File: src/rtl/ov5640_dvp_tx.sv
// OV5640-style DVP transmitter: streams 16-bit FWFT FIFO pixels as H/L bytes with vsync/href timing.
// Optional colour-bar source is compiled in when OV5640_TX_PATTERN_EN is defined.
module ov5640_dvp_tx #(
   parameter int H_ACTIVE    = 640,
   parameter int H_BLANK     = 32,
   parameter int V_ACTIVE    = 480,
   parameter int VSYNC_CYC   = 64,
   parameter int V_BACK_CYC  = 128,
   parameter int V_FRONT_CYC = 128
) (
   input  logic        ov5640_pclk,
   input  logic        sys_rst_n,
   input  logic        frame_en,
   input  logic [15:0] fifo_rd_data,
   input  logic        fifo_empty,
`ifdef OV5640_TX_PATTERN_EN
   input  logic        pattern_sel,
`endif
   output logic        fifo_rd_en,
   output logic        ov5640_vsync,
   output logic        ov5640_href,
   output logic [7:0]  ov5640_data,
   output logic        frame_start,
   output logic        underflow
);

   localparam int PIX_W  = $clog2(2 * H_ACTIVE);
   localparam int LINE_W = $clog2(V_ACTIVE + 1);

   localparam logic [15:0]       VSYNC_LAST  = 16'(VSYNC_CYC - 1);
   localparam logic [15:0]       VBP_LAST    = 16'(V_BACK_CYC - 1);
   localparam logic [15:0]       HBLANK_LAST = 16'(H_BLANK - 1);
   localparam logic [15:0]       VFP_LAST    = 16'(V_FRONT_CYC - 1);
   localparam logic [PIX_W-1:0]  PIX_LAST    = PIX_W'(2 * H_ACTIVE - 1);
   localparam logic [LINE_W-1:0] LINE_LAST   = LINE_W'(V_ACTIVE);

   typedef enum logic [2:0] {
      S_IDLE,
      S_VSYNC,
      S_VBP,
      S_ACTIVE,
      S_HBLANK,
      S_VFP
   } state_t;

   state_t            state;
   state_t            nxt_state;
   logic [15:0]       phase_cnt;
   logic [15:0]       nxt_phase;
   logic [PIX_W-1:0]  pix_cnt;
   logic [PIX_W-1:0]  nxt_pix;
   logic [LINE_W-1:0] line_cnt;
   logic [LINE_W-1:0] nxt_line;

   logic              load_h;
   logic              load_l;
   logic              frame_begin;
   logic              use_pattern;
   logic              vsync_nxt;
   logic              href_nxt;
   logic              underflow_nxt;
   logic [7:0]        data_nxt;
   logic [15:0]       src_pixel;
   logic [15:0]       fifo_pixel;
   logic [15:0]       pixel_reg;
   logic [15:0]       pixel_nxt;

   // State and counters describe the cycle currently on the bus; outputs are
   // registered from the next-cycle values so they line up with the state.
   always_ff @(posedge ov5640_pclk or negedge sys_rst_n) begin
      if (!sys_rst_n) begin
         state     <= S_IDLE;
         phase_cnt <= '0;
         pix_cnt   <= '0;
         line_cnt  <= '0;
      end else begin
         // NOTE: non-blocking so every register samples the pre-edge values.
         state     <= nxt_state;
         phase_cnt <= nxt_phase;
         pix_cnt   <= nxt_pix;
         line_cnt  <= nxt_line;
      end
   end

   always_comb begin
      // NOTE: defaults first so no path leaves a variable unassigned (no latch).
      nxt_state = state;
      nxt_phase = phase_cnt;
      nxt_pix   = pix_cnt;
      nxt_line  = line_cnt;
      case (state)
         S_IDLE: begin
            if (frame_en) nxt_state = S_VSYNC;
         end
         S_VSYNC: begin
            if (phase_cnt == VSYNC_LAST) nxt_state = S_VBP;
            else                         nxt_phase = phase_cnt + 16'd1;
         end
         S_VBP: begin
            if (phase_cnt == VBP_LAST) nxt_state = S_ACTIVE;
            else                       nxt_phase = phase_cnt + 16'd1;
         end
         S_ACTIVE: begin
            if (pix_cnt == PIX_LAST) begin
               nxt_state = S_HBLANK;
               nxt_line  = line_cnt + LINE_W'(1);
            end else begin
               nxt_pix = pix_cnt + PIX_W'(1);
            end
         end
         S_HBLANK: begin
            if (phase_cnt == HBLANK_LAST)
               nxt_state = (line_cnt == LINE_LAST) ? S_VFP : S_ACTIVE;
            else
               nxt_phase = phase_cnt + 16'd1;
         end
         S_VFP: begin
            if (phase_cnt == VFP_LAST) nxt_state = frame_en ? S_VSYNC : S_IDLE;
            else                       nxt_phase = phase_cnt + 16'd1;
         end
         default: nxt_state = S_IDLE;
      endcase
      if (nxt_state != state) begin
         nxt_phase = '0;
         nxt_pix   = '0;
      end
      // The line count must survive the ACTIVE/HBLANK alternation, so it clears once per frame.
      if (state == S_VSYNC && nxt_state == S_VBP) nxt_line = '0;
   end

   assign fifo_pixel = fifo_empty ? 16'h0000 : fifo_rd_data;

`ifdef OV5640_TX_PATTERN_EN
   localparam int BAR_W = (H_ACTIVE >= 8) ? H_ACTIVE / 8 : 1;

   logic             pat_mode;
   logic [PIX_W-1:0] pix_idx;
   logic [15:0]      bar_pixel;

   function automatic logic [15:0] bar_color(input int bar);
      case (bar)
         0:       return 16'hFFFF;
         1:       return 16'hFFE0;
         2:       return 16'h07FF;
         3:       return 16'h07E0;
         4:       return 16'hF81F;
         5:       return 16'hF800;
         6:       return 16'h001F;
         default: return 16'h0000;
      endcase
   endfunction

   always_ff @(posedge ov5640_pclk or negedge sys_rst_n) begin
      if (!sys_rst_n)       pat_mode <= 1'b0;
      else if (frame_begin) pat_mode <= pattern_sel;
   end

   // Index of the pixel whose high byte is loaded this edge; a line always starts at pixel 0.
   assign pix_idx     = (state == S_ACTIVE) ? ((pix_cnt + PIX_W'(1)) >> 1) : '0;
   assign bar_pixel   = bar_color(int'(pix_idx) / BAR_W);
   assign use_pattern = pat_mode;
   assign src_pixel   = use_pattern ? bar_pixel : fifo_pixel;
`else
   assign use_pattern = 1'b0;
   assign src_pixel   = fifo_pixel;
`endif

   always_comb begin
      load_h = (state == S_VBP    && phase_cnt == VBP_LAST)
            || (state == S_HBLANK && phase_cnt == HBLANK_LAST && line_cnt != LINE_LAST)
            || (state == S_ACTIVE && pix_cnt != PIX_LAST && pix_cnt[0]);
      load_l        = (state == S_ACTIVE) && !pix_cnt[0];
      frame_begin   = (nxt_state == S_VSYNC) && (state != S_VSYNC);
      vsync_nxt     = (nxt_state == S_VSYNC);
      href_nxt      = load_h | load_l;
      fifo_rd_en    = load_h && !fifo_empty && !use_pattern;
      underflow_nxt = underflow | (load_h && fifo_empty && !use_pattern);
      pixel_nxt     = load_h ? src_pixel : pixel_reg;
      data_nxt      = 8'h00;
      if (load_h)      data_nxt = src_pixel[15:8];
      else if (load_l) data_nxt = pixel_reg[7:0];
   end

   always_ff @(posedge ov5640_pclk or negedge sys_rst_n) begin
      if (!sys_rst_n) begin
         ov5640_vsync <= 1'b0;
         ov5640_href  <= 1'b0;
         ov5640_data  <= 8'h00;
         frame_start  <= 1'b0;
         underflow    <= 1'b0;
         pixel_reg    <= 16'h0000;
      end else begin
         ov5640_vsync <= vsync_nxt;
         ov5640_href  <= href_nxt;
         ov5640_data  <= data_nxt;
         frame_start  <= frame_begin;
         underflow    <= underflow_nxt;
         pixel_reg    <= pixel_nxt;
      end
   end

endmodule

File: config.mk
export PLATFORM = sky130hd
export DESIGN_NAME = ov5640_dvp_tx
export DESIGN_NICKNAME = d
export VERILOG_FILES = /design/src/rtl/ov5640_dvp_tx.sv
export SDC_FILE = /design/constraint.sdc
export NUM_CORES = 1
export LEC_CHECK = 0
export CORE_MARGIN = 5
export CORE_UTILIZATION = 53
export CTS_BUF_LIST = sky130_fd_sc_hd__clkbuf_8
export DETAILED_ROUTE_END_ITERATION = 8
export PLACE_DENSITY = 0.91
export SLEW_MARGIN = 20
export SYNTH_ARGS = -nofsm -noshare
export SYNTH_HDL_FRONTEND = slang
export SYNTH_SLANG_ARGS = --single-unit
File: constraint.sdc
create_clock -name ov5640_pclk -period 2.1 [get_ports ov5640_pclk]
set_input_delay 0.42 -clock ov5640_pclk [delete_from_list [all_inputs] [get_ports ov5640_pclk]]
set_output_delay 0.42 -clock ov5640_pclk [all_outputs]
set_load 0.05 [all_outputs]
==> impl_metrics.csv <==
group,metric,value,unit
yosys,ys_seq_area_frac,0.484,
finish,layout_common_cells,"63 x buf_4, 59 x dfrtp_1, 30 x clkdlybuf4s50_1, 26 x nor2_1, 20 x xnor2_1",
clock_tree,htree_levels,3,
worst_setup_path,cp_max_fo,4,
worst_setup_path,worstSetupEndpoint,"fifo_rd_en",
power,cellLeakagePower,2.09,nW
finish,mostFrequentLayoutCell,"buf_4",
clock_tree,clock-sinks,59,
yosys,ys_warn_count,0,
sta,post-route-period-util,1.32,
drt,vias,3169,
placement,dp_slack,-0.383,ns
sta,hold_viol,0,
clock_tree,cts_buffer_depth,2,
finish,fillers,284,
floorplan,pin_count,33,
worst_setup_path,timing.reg2reg.setup_slack,-0.40,ns
sta,worst_slew_pin_slew,0.661,ns
clock_tree,cts_tree,"yes",
sta,rsz0062_at_grt,"true",
sta,fin_crit,2.78,ns
finish,antennaDiodeCount,0,
global_routing,grt_pass1_wl,15.8,mm
finish,drive_gt1_frac,0.336,
worst_setup_path,path_class,"reg2out",
finish,regArea,0.00148,sq mm
clock_tree,cts.hold.buffers_added,0,
power,power_frac_clock,0.475,
placement,placed_area,0.00390,sq mm
finish,largest_register_ffs,16,
clock_tree,cts.clk_slew.worst_paths,0.08,ns
drt,ant_nets,0,
sta,maxSlewViolCount,0,
clock_tree,cts_buffers,9,
power,p_sw_frac,0.241,
sta,slew_headroom,0.559,
clock_tree,root_buffer,"clkbuf_8",
finish,area_growth_syn_to_layout,46.6,%
finish,reg_top3,"phase_cnt (16), pix_cnt (11), line_cnt (9)",
drt,drtPass1Iterations,5,
global_routing,grt-ovfl-total,0,
yosys,synth_cells,305,
yosys,postSynthRegisterBits,59,
clock_tree,clk_latency,0.36,ns
power,vdd_drop_max,0.457,mV
sta,setup_violations,50,
drt,vias_per_cell,6.56,
worst_setup_path,reg2reg_depth,6,
drt,wl_per_cell,22.7,microns
sta,timing.hold.ws,0.0474,ns
worst_setup_path,arrival,2.36,ns
finish,final_core_util,0.808,
drt,drc_errors,0,
yosys,syn_area,0.00305,sq mm
sta,fin_worst_skew,0.0166,ns
finish,nNetsFinal,430,
status,status,"finished with violations",
floorplan,coreArea,0.00554,sq mm
yosys,synth.net_count,329,
placement,dp_hpwl,5.76,mm
worst_setup_path,r2r_end,"pix_cnt[4]",
finish,stdcell_area,0.00447,sq mm
drt,drt_iter0_markers,408,
global_routing,antenna_found_initial,0,
power,power_density,513,mW/mm^2
worst_setup_path,startpoint,"phase_cnt[7]",
floorplan,fp-row-count,27,
power,internal-power,0.00174,W
power,switchingPower,0.000552,W
worst_setup_path,r2r_start,"phase_cnt[7]",
worst_hold_path,hp-class,"in2async",
yosys,syn_area_per_cell,10.0,sq um
power,comb_power_share,0.031,
floorplan,start_util,0.551,
sta,post-route-worst-setup-slack,-0.680,ns
drt,drt_wl_total,11.0,mm
global_routing,track_usage,0.278,
floorplan,die_y,85.9,microns
finish,top_register,"phase_cnt",
status,violations,"setup timing",
floorplan,die_w,85.9,microns
power,seqPwrFrac,0.495,
global_routing,grt_max_degree,38,
finish,multi_input_comb_area,0.00171,sq mm
finish,instances_no_fill,483,
floorplan,die_area,0.00738,sq mm
global_routing,grt_pass1_vias,3129,
placement,gp_congestion,0.885,
worst_setup_path,worstPathRequired,1.68,ns
worst_setup_path,critPathLaunchType,"flip-flop",
yosys,synth_cell_types,45,
worst_setup_path,cp-end-kind,"primary output",
placement,numPortBuffers,32,
sta,fmax,0.360,GHz
placement,placed_cells,457,
run,maxCapViolCount,0,
## synthesized netlist by cell type (all sizes together)
cell type	count	area, sq um
a31oi	1	6.26
and3b	1	8.76
o22ai	1	12.5
nor4b	2	17.5
nor4	4	31.3
nor3b	4	30.0
dfrtp	59	1480
nand3b	10	78.8
and2	1	6.26
a211o	1	8.76
nand2b	3	18.8
a21o	1	7.51
xnor2	20	175
buf	11	67.6
and4	3	26.3
nand3	9	45.0
nand4	16	100
and3	8	50.1
o211ai	2	20.0
nor3	36	180
clkbuf	5	18.8
xor2	16	148
or2	2	12.5
nor2b	6	45.0
o21bai	3	22.5
nand4b	1	8.76
ha	4	50.1
or3	1	6.26
and4bb	1	12.5
a21oi	4	20.0
inv	10	37.5
a22o	8	70.1
nand2	8	30.0
o21ai	11	55.1
nor2	28	108
o21a	1	7.51
or4b	1	13.8
mux2i	2	20.0
## power by group through the flow
stage                     Sequential, W  Clock [W]  Combinational, W
after global routing            0.00114    0.00116         0.0000759
after CTS                       0.00114    0.00104         0.0000693
after floorplan                 0.00116          0        0.00000281
after global placement          0.00116          0         0.0000673
after detailed placement        0.00116          0         0.0000691
final                           0.00114    0.00109         0.0000701
## how the worst min path moves through the flow
| stage | start | to | cells after the start |
|---|---|---|---|
| after floorplan | sys_rst_n | frame_start | 0 |
| after global placement | sys_rst_n | pix_cnt[10] | 1 |
| after detailed placement | sys_rst_n | pix_cnt[9] | 1 |
| after CTS | sys_rst_n | ov5640_data[1] | 1 |
| after global routing | sys_rst_n | underflow | 1 |
| final | sys_rst_n | underflow | 1 |
## cells by family (layout without fill, tap and decap cells)
logic type,count (synthesis),count (layout),share of synthesized area
buf+inv,26,131,0.0406
mux,2,2,0.00656
simple gates,145,145,0.272
flops,59,59,0.484
xor+xnor,36,37,0.106
compound gates,33,33,0.0754
fa+ha+maj,4,4,0.0164
## worst max-delay path: stages (launching register included)
cell and delay, ns:
dfrtp_1 0.38, nor3_1 0.43, nand4_1 0.28, buf_4 0.23, nor2b_1 0.17, a211o_1 0.18
nor2b_4 0.19, buf_12 0.14
## area by class of cell
class / count / share of cell area
Timing Repair Buffer: 105 / 0.217
Sequential cell: 59 / 0.330
Clock buffer: 10 / 0.0308
Tap cell: 72 / 0.0201
Inverter: 10 / 0.00839
Clock inverter: 6 / 0.0123
Multi-Input combinational cell: 221 / 0.381
## repair_timing
item / in CTS / in global routing
cloned: 2 / 1
resized for setup: 14 / 41
setup buffers: 3 / 4
pin swaps: 2 / 10
setup endpoints to repair: 42 / 53
## per-layer routing
metal | GRT usage | wire [microns] | up-vias | share of wire
li1 | - | - | 1285 | -
met1 | 0.316 | 3950 | 1566 | 0.36
met2 | 0.468 | 5440 | 230 | 0.49
met3 | 0.0749 | 832 | 88 | 0.076
met4 | 0.163 | 766 | 0 | 0.070
met5 | 0 | 0 | - | 0
## per-stage QoR
stage | power (W) | setup TNS, ns
after floorplan | 0.00116 | -1.16
after global placement | 0.00122 | -17.02
after detailed placement | 0.00123 | -11.01
after CTS | 0.00225 | -6.42
after global routing | 0.00237 | -14.86
final | 0.00230 | -13.16
No activity file was read; power rests on OpenSTA's default activity.
